==> src/rtl/tlp_pkg.sv <==
// Shared definitions for the TLP framing parser: K-codes, FSM states and length limits.
package tlp_pkg;

  localparam logic [7:0] K_STP = 8'hFB;
  localparam logic [7:0] K_SDP = 8'h5C;
  localparam logic [7:0] K_END = 8'hFD;
  localparam logic [7:0] K_EDB = 8'hFE;

  localparam int LEN_W_DEF   = 13;
  localparam int MIN_LEN_DEF = 18;
  localparam int MAX_LEN_DEF = 4122;

  typedef enum logic [1:0] {
    ST_IDLE = 2'd0,
    ST_TLP  = 2'd1,
    ST_DLLP = 2'd2
  } tlpState_e;

endpackage

==> src/rtl/sat_len_counter.sv <==
// Saturating byte counter: clear wins over increment, and the count sticks at all-ones.
module sat_len_counter #(
  parameter int LEN_W = 13
) (
  input  logic             clk,
  input  logic             reset,
  input  logic             clear_i,
  input  logic             inc_i,
  output logic [LEN_W-1:0] count_o
);

  logic [LEN_W-1:0] count_q;
  logic [LEN_W-1:0] count_d;

  // Next count: restart on clear, otherwise step up until the ceiling is reached.
  always_comb begin
    count_d = count_q;
    if (clear_i) begin
      count_d = '0;
    end else if (inc_i && (count_q != {LEN_W{1'b1}})) begin
      count_d = count_q + LEN_W'(1);
    end
  end

  // Hold the count; an asynchronous reset drops any partial frame length.
  always_ff @(posedge clk or posedge reset) begin
    if (reset) begin
      count_q <= '0;
    end else begin
      count_q <= count_d;
    end
  end

  assign count_o = count_q;

endmodule

==> src/rtl/tlp_frame_detector.sv <==
// Byte-serial PCIe framing parser that classifies TLPs and drives the statistics counter.
module tlp_frame_detector
  import tlp_pkg::*;
#(
  parameter int LEN_W   = LEN_W_DEF,
  parameter int MIN_LEN = MIN_LEN_DEF,
  parameter int MAX_LEN = MAX_LEN_DEF
) (
  input  logic             clk,
  input  logic             reset,
  input  logic             sym_valid,
  input  logic [7:0]       sym_data,
  input  logic             sym_k,
  output logic             tlp_done,
  output logic             tlp_err,
  output logic             tlp_null,
  output logic [LEN_W-1:0] tlp_len,
  output logic             cnt_enable,
  output logic             cnt_up
);

  localparam logic [LEN_W-1:0] MinLenC = LEN_W'(MIN_LEN);
  localparam logic [LEN_W-1:0] MaxLenC = LEN_W'(MAX_LEN);

  tlpState_e        state_q;
  logic             tlpDone_q;
  logic             tlpErr_q;
  logic             tlpNull_q;
  logic             cntEnable_q;
  logic             cntUp_q;
  logic [LEN_W-1:0] tlpLen_q;

  logic [LEN_W-1:0] curLen;
  logic             lenClear;
  logic             lenInc;
  logic             lenInRange;

  // Any STP starts a fresh frame count regardless of where it arrives; the
  // closing frame's length is captured into tlpLen_q in the same cycle.
  assign lenClear   = sym_valid & sym_k & (sym_data == K_STP);
  assign lenInc     = sym_valid & ~sym_k & (state_q == ST_TLP);
  assign lenInRange = (curLen >= MinLenC) && (curLen <= MaxLenC);

  sat_len_counter #(
    .LEN_W (LEN_W)
  ) u_len (
    .clk     (clk),
    .reset   (reset),
    .clear_i (lenClear),
    .inc_i   (lenInc),
    .count_o (curLen)
  );

  // Framing FSM with registered one-cycle closure pulses and held frame length.
  always_ff @(posedge clk or posedge reset) begin
    if (reset) begin
      state_q     <= ST_IDLE;
      tlpDone_q   <= 1'b0;
      tlpErr_q    <= 1'b0;
      tlpNull_q   <= 1'b0;
      cntEnable_q <= 1'b0;
      cntUp_q     <= 1'b0;
      tlpLen_q    <= '0;
    end else begin
      tlpDone_q   <= 1'b0;
      tlpErr_q    <= 1'b0;
      tlpNull_q   <= 1'b0;
      cntEnable_q <= 1'b0;
      cntUp_q     <= 1'b0;
      if (sym_valid) begin
        case (state_q)
          ST_IDLE: begin
            if (sym_k) begin
              if (sym_data == K_STP) begin
                state_q <= ST_TLP;
              end else if (sym_data == K_SDP) begin
                state_q <= ST_DLLP;
              end
            end
          end
          ST_TLP: begin
            if (sym_k) begin
              tlpLen_q <= curLen;
              case (sym_data)
                K_END: begin
                  state_q     <= ST_IDLE;
                  cntEnable_q <= 1'b1;
                  if (lenInRange) begin
                    tlpDone_q <= 1'b1;
                    cntUp_q   <= 1'b1;
                  end else begin
                    tlpErr_q  <= 1'b1;
                  end
                end
                K_EDB: begin
                  state_q   <= ST_IDLE;
                  tlpNull_q <= 1'b1;
                end
                K_STP: begin
                  tlpErr_q    <= 1'b1;
                  cntEnable_q <= 1'b1;
                end
                K_SDP: begin
                  state_q     <= ST_DLLP;
                  tlpErr_q    <= 1'b1;
                  cntEnable_q <= 1'b1;
                end
                default: begin
                  state_q     <= ST_IDLE;
                  tlpErr_q    <= 1'b1;
                  cntEnable_q <= 1'b1;
                end
              endcase
            end
          end
          ST_DLLP: begin
            if (sym_k) begin
              if ((sym_data == K_END) || (sym_data == K_EDB)) begin
                state_q <= ST_IDLE;
              end else if (sym_data == K_STP) begin
                state_q <= ST_TLP;
              end
            end
          end
          default: begin
            state_q <= ST_IDLE;
          end
        endcase
      end
    end
  end

  assign tlp_done   = tlpDone_q;
  assign tlp_err    = tlpErr_q;
  assign tlp_null   = tlpNull_q;
  assign tlp_len    = tlpLen_q;
  assign cnt_enable = cntEnable_q;
  assign cnt_up     = cntUp_q;

endmodule

==> config.mk <==
export PLATFORM = sky130hd
export DESIGN_NAME = tlp_frame_detector
export DESIGN_NICKNAME = d
export VERILOG_FILES = /design/src/rtl/tlp_pkg.sv /design/src/rtl/sat_len_counter.sv /design/src/rtl/tlp_frame_detector.sv
export SDC_FILE = /design/constraint.sdc
export NUM_CORES = 1
export LEC_CHECK = 0
export ABC_AREA = 1
export BUFFER_PORTS_ARGS = -buffer_cell sky130_fd_sc_hd__buf_2
export CAP_MARGIN = 20
export CORE_MARGIN = 1.5
export CORE_UTILIZATION = 55
export DETAILED_ROUTE_END_ITERATION = 10
export PLACE_DENSITY = 0.78
export SYNTH_ARGS = -nofsm -noshare
export SYNTH_HDL_FRONTEND = slang
export SYNTH_SLANG_ARGS = --single-unit
export TNS_END_PERCENT = 5
==> constraint.sdc <==
create_clock -name clk -period 1.8 [get_ports clk]
set_clock_uncertainty 0.15 [all_clocks]
set_input_delay 0.09 -clock clk [delete_from_list [all_inputs] [get_ports clk]]
set_output_delay 0.09 -clock clk [all_outputs]
set_load 0.02 [all_outputs]
==> results.yml, run 1 <==
timing:
  grt_setup_unrepaired: "no"
  finalHoldViolCount: 0
  setup_viol: 0
  drv_slew: 0
  tns_ns: 0
  fmax_mhz: 594.2
  finalCritPeriodShare_pct: 93.50
  final.min_clock_period_ns: 1.683
  setup_slack_ns: 0.1170
  relSlewSlack_pct: 72.37
  worstMarginPinSlew_ns: 0.4144
detailed_routing:
  wl_mm: 4.114
  dr.pass1.iters: 7
  antenna_left: 0
  vias: 1718
  drc: 0
  viasPerCell: 5.335
  drtIter0Drc: 91
  wl_per_cell_um: 12.78
placed_design:
  place_ws_ns: 0.04293
  routabilityCongestion: 0.9474
  io_buffers: 29
  dpl.hpwl_mm: 2.990
outcome:
  outcome: "complete, no violations"
die:
  die_area_sq_um: 3602
  initial_core_util_pct: 58.09
  die_h_um: 60.02
  num_io_pins: 30
  core_area_sq_um: 3078
  die_x_um: 60.02
  row_count: 20
worst_setup_path:
  crit_fanout: 7
  start_kind: "flop"
  end_kind: "flop"
  crit_type: "flop to flop"
  cp.arrival_ns: 1.80
  required_ns: 1.92
layout:
  syn_to_final_growth_pct: 21.13
  num-nets-final: 291
  final_cell_mix: "56 x nand2_1, 32 x dfrtp_1, 29 x buf_2"
  diodes: 0
  layout-drive-gt1-share_pct: 23.02
  mostFrequentLayoutCell: "nand2_1"
power:
  intPower_mw: 1.847
  p_sw_mw: 1.430
  p_leak_nw: 1.109
  sw_frac_of_total_pct: 43.64
  combPwrFrac_pct: 45.6
  p_per_area_nw_per_um2: 1513
  pwr-share-clk_pct: 16.4
  max-vdd-ir-drop_mv: 0.9367
  p_seq_share_pct: 38.0
grt:
  first_global_vias: 1513
  antenna_found_initial: 0
  overflow: 0
  track_usage_pct: 24.89
  grt_pass1_wl_mm: 6.603
  grt_max_degree: 33
clock_network:
  htreeDepth: 2
  tritoncts: "built"
  numCtsBuffers: 5
  clock_sinks: 32
  clockBufferDepth: 2
  worstSkewPairLatency_ns: 0.33
  clk_pin_slew_worst_paths_ns: 0.10
  cts_root_buf: "clkbuf_4"
synth:
  ys_warn_count: 0
  syn_area_sq_um: 1788
  synth.avg_cell_area_sq_um: 7.707
  synth-seq-cells: 32
  synth-seq-area-share_pct: 44.79
  synth_nets: 246
  yosysUniqueCellTypes: 23
  syn_inst: 232
hold_path:
  hp-class: "input port to flop"
flow_run:
  cap_violations: 0
## routing by layer
metal	vias to the layer above	GRT usage (%)	share of wire, %
li1	847	-	-
met1	784	34.02	44
met2	75	38.04	47
met3	12	6.494	6.6
met4	0	8.889	2.5
met5	-	0	0
## power groups by stage
stage / clock, mW / sequential [mW] / combinational (mW)
detailed placement: 0 / 1.25 / 1.46
global placement: 0 / 1.23 / 1.43
CTS: 0.544 / 1.24 / 1.47
floorplan: 0 / 1.41 / 0.815
finish: 0.537 / 1.25 / 1.49
global route: 0.575 / 1.29 / 1.65
## metrics by stage
step | util [%] | power [mW] | cells | instance area (sq um) | hold WS (ns)
after CTS | 69.63 | 3.257 | 321 | 2143 | 0.01666
after detailed placement | 65.53 | 2.712 | 308 | 2017 | 0.03765
after floorplan | - | 2.224 | 232 | 1788 | 0.05620
final | 70.37 | 3.277 | 322 | 2166 | 0.03454
after global routing | 70.37 | 3.512 | 322 | 2166 | 0.04718
after global placement | 65.53 | 2.662 | 308 | 2017 | 0.03855
## sequential cells by signal, indices dropped and copies added, names as in the netlist
signal         flops
cnt_up             1
cnt_enable         1
u_len.count_o     13
tlp_len           13
state_q            2
tlp_err            1
tlp_null           1
## Yosys cell counts
cell       n  area share [%]
o22ai_2    1            0.70
nand2_1   57              12
clkbuf_1   2            0.42
buf_4      1            0.42
nor3_1     6             1.7
xor2_1     7             3.4
inv_1     27             5.7
a21oi_1    3            0.84
ha_1       2             1.4
buf_2      1            0.28
nand3_1   27             7.6
nand4_1   10             3.5
o21ai_0   16             4.5
dfrtp_1   32              45
nor2_1    21             4.4
buf_6      1            0.63
nor2_2     1            0.35
o21ai_2   10             4.9
clkinv_1   1            0.21
nand3_2    1            0.56
nor3b_2    1            0.70
nand2_2    2            0.70
inv_2      2            0.42
## layout make-up
cell class,count,area (sq um)
Clock buffer,6,41.29
Inverter,30,112.6
Timing Repair Buffer,43,262.8
Fill cell,265,912.1
Multi-Input combinational cell,165,858.3
Sequential cell,32,800.8
Clock inverter,2,35.03
Tap cell,44,55.05
## worst max-delay path, stage by stage (launching register included)
cell and delay, ns:
dfrtp_1 0.37, ha_1 0.19, nand3_2 0.11, clkinv_1 0.07
nand2_2 0.08, o21ai_4 0.23, nand2_4 0.12, buf_4 0.18
o21ai_2 0.11
## cell families after synthesis
family                     share of synthesized area [%]
DFF                                                44.79
and+or+nand+nor                                    31.42
buffers and inverters                              8.048
xor gates and xnor gates                           3.429
AOI/OAI and AO/OA                                  10.92
adders and majority gates                          1.399
## timing repair
action | in CTS | in global routing
setup buffers | 0 | 1
gates resized for setup | 0 | 3
hold buffers | 5 | 0
endpoints found under the setup margin | 0 | 7
hold endpoints to repair | 35 | 0
## worst paths after layout
| path | start | depth (start not counted) | slack, ns | end |
|---|---|---|---|---|
| worst max-delay path | u_len.count_o[0]$_DFFE_PP0P_ | 8 | 0.12 | u_len.count_o[0]$_DFFE_PP0P_ |
| worst min-delay path | sym_data[7] | 6 | 0.03 | state_q[1]$_DFFE_PP0P_ |
| worst max register to register | u_len.count_o[0]$_DFFE_PP0P_ | 8 | 0.12 | u_len.count_o[0]$_DFFE_PP0P_ |
| worst min register to register | tlp_len[10]$_DFFE_PP0P_ | 2 | 0.33 | tlp_len[10]$_DFFE_PP0P_ |
| max in group asynchronous | reset | 4 | 0.98 | tlp_len[3]$_DFFE_PP0P_ |
| min in group asynchronous | reset | 4 | 0.22 | tlp_len[8]$_DFFE_PP0P_ |
Power figures use the tool's default switching activity.
==> inputs of run 2 (changes only) <==
--- a/config.mk
+++ b/config.mk
@@ -5,11 +5,10 @@
 export SDC_FILE = /design/constraint.sdc
 export NUM_CORES = 1
 export LEC_CHECK = 0
-export ABC_AREA = 1
 export BUFFER_PORTS_ARGS = -buffer_cell sky130_fd_sc_hd__buf_2
 export CAP_MARGIN = 20
 export CORE_MARGIN = 1.5
-export CORE_UTILIZATION = 55
+export CORE_UTILIZATION = 54
 export DETAILED_ROUTE_END_ITERATION = 10
 export PLACE_DENSITY = 0.78
 export SYNTH_ARGS = -nofsm -noshare
==> run 2 against run 1 <==
  * The flow now finishes with violations (setup timing)
  * Via count is 11% lower
  * Global-route usage increased by 0.97 points
  * Hold slack worse by 0.0063 ns
  * Final area is 3.1% higher
  * Critical path depth fell by 1
  * Fmax shrank 11%
==> results.yml, run 2 <==
placed_design:
  place_ws_ns: -0.04619
  io_buffers: 29
  placed_area_sq_um: 2001
  dpl.hpwl_mm: 2.891
  routabilityCongestion: 0.9379
grt:
  track_usage_pct: 25.85
  grt_pass1_wl_mm: 6.610
  antenna_found_initial: 0
  grt_max_degree: 29
  overflow: 0
  first_global_vias: 1501
worst_setup_path:
  crit_type: "flop to flop"
  end_kind: "flop"
  cp.arrival_ns: 1.99
  crit_fanout: 4
  required_ns: 1.91
  start_kind: "flop"
layout:
  fillCellCount: 200
  mostFrequentLayoutCell: "dfrtp_1"
  postLayoutCellArea_sq_um: 2232
  num-nets-final: 233
  final_cell_mix: "32 x dfrtp_1, 30 x buf_4, 29 x buf_2"
  diodes: 0
  layout-drive-gt1-share_pct: 44.55
  syn_to_final_growth_pct: 34.74
power:
  p_per_area_nw_per_um2: 720.4
  max-vdd-ir-drop_mv: 0.5403
  p_leak_nw: 1.092
clock_network:
  tritoncts: "built"
  numCtsBuffers: 5
  cts_root_buf: "clkbuf_4"
  clockBufferDepth: 2
  clk_pin_slew_worst_paths_ns: 0.10
  htreeDepth: 2
  worstSkewPairLatency_ns: 0.33
  clock_sinks: 32
synth:
  syn_inst: 158
  synth_common_cells: "32 x dfrtp_1, 12 x mux2_2, 12 x nand2_1, 11 x a21oi_1, 9 x o21ai_0"
  synth_async_sr_flop_share_pct: 100.0
  ys_top_cells_by_area: "dfrtp_1 48%, mux2_2 8.2%, a21oi_1 3.3%, o31ai_1 3.2%, or4_1 3.2%"
  yosysMostFrequentCell: "dfrtp_1"
  synth-seq-area-share_pct: 48.34
  synth.avg_cell_area_sq_um: 10.48
  syn_area_sq_um: 1657
  synth-seq-cells: 32
  synth_flop_cell: "dfrtp_1"
  yosysTopAreaCellShare_pct: 48.34
  synth_nets: 172
  synth_edf_count: 0
  yosysTopAreaCell: "dfrtp_1"
  yosysUniqueCellTypes: 40
  ys_warn_count: 0
die:
  initial_core_util_pct: 58.56
  die_area_sq_um: 3409
  die_x_um: 58.39
  row_count: 19
  die_h_um: 58.39
  core_area_sq_um: 2829
  num_io_pins: 30
detailed_routing:
  antenna_left: 0
  vias: 1534
  drt-met1-wl_mm: 1.780
  drtIter0Drc: 88
  drc: 0
  wl_mm: 4.248
  wl_met3_um: 219
  top_layer: "met4"
  dr.pass1.iters: 5
  viasPerCell: 6.112
  wl_met2_mm: 2.225
  wl_per_cell_um: 16.92
flow_run:
  cap_violations: 0
timing:
  worstMarginPinSlew_ns: 0.4438
  finalHoldViolCount: 0
  setup_slack_ns: -0.08720
  grt_setup_unrepaired: "yes"
  relSlewSlack_pct: 70.14
  tns_ns: -0.4012
  final.min_clock_period_ns: 1.887
  finalCritPeriodShare_pct: 104.8
  drv_slew: 0
  fmax_mhz: 529.9
  setup_viol: 8
outcome:
  violations: "setup timing"
  outcome: "finished, violations left"
hold_path:
  hp-class: "input port to flop"
## run 2: repair_timing
item	in CTS	in global routing
setup buffers	1	5
gates cloned	0	0
resized for setup	4	17
pin swaps	2	10
setup endpoints to repair	7	14
hold buffers	1	0
hold endpoints to repair	32	0
## run 2: logic make-up (layout without fill, tap and decap cells)
group                      count (synthesis)  count (layout)  share of synthesized area, %
DFF                                       32              32                         48.34
muxes                                     13              13                         8.761
AOI/OAI and AO/OA                         39              39                         14.88
adders and majority gates                  2               2                         1.510
buffers and inverters                     13              75                         3.701
xor gates and xnor gates                   1               1                        0.5288
and+or+nand+nor                           58              58                         22.28
## run 2: where the power goes
group	leakage, nW	switching (mW)	internal (mW)
Sequential	0.439	0.0350	0.763
Combinational	0.611	0.166	0.115
Clock	0.0422	0.237	0.291
Total	1.09	0.439	1.17
## run 2: per-stage QoR
stage | hold slack (ns) | power [mW] | std cells | util, %
after floorplan | 0.05620 | 0.9406 | 158 | -
after global placement | -0.1752 | 1.044 | 237 | 70.72
after detailed placement | -0.1627 | 1.053 | 237 | 70.72
after CTS | 0.01527 | 1.599 | 247 | 75.19
after global routing | 0.04265 | 1.676 | 251 | 78.90
final | 0.02821 | 1.608 | 251 | 78.90
## run 2: path summary, 6_finish.rpt
kind,start,endpoint,slack [ns],depth (start not counted)
setup / recovery,u_len.count_o[0]$_DFFE_PP0P_,u_len.count_o[6]$_DFFE_PP0P_,-0.09,7
hold / removal,sym_data[1],tlp_err$_DFF_PP0_,0.03,3
setup reg to reg,u_len.count_o[0]$_DFFE_PP0P_,u_len.count_o[6]$_DFFE_PP0P_,-0.09,7
hold reg to reg,tlp_len[0]$_DFFE_PP0P_,tlp_len[0]$_DFFE_PP0P_,0.34,2
max in group asynchronous,reset,tlp_len[4]$_DFFE_PP0P_,0.85,4
min in group asynchronous,reset,cnt_up$_DFF_PP0_,0.05,3
## run 2: layer usage
layer / vias up / GRT usage, %
li1: 725 / -
met1: 741 / 33.14
met2: 61 / 42.54
met3: 7 / 5.934
met4: 0 / 9.967
met5: - / 0
## run 2: worst max-delay path, stage by stage (launching register included)
cell and delay [ns]:
dfrtp_1 0.42, ha_4 0.16, nand4_1 0.17, nor4_4 0.38, buf_4 0.20, buf_6 0.10
o21ai_0 0.08, a21oi_1 0.15
## run 2: final cells by class
class	count	area, sq um	area share (%)
multi-input combinational	113	894.6	40.08
sequential	32	800.8	35.87
timing repair buffer	62	402.9	18.05
clock buffer	6	41.29	1.850
tap	31	38.79	1.738
clock inverter	2	35.03	1.570
inverter	5	18.77	0.8408
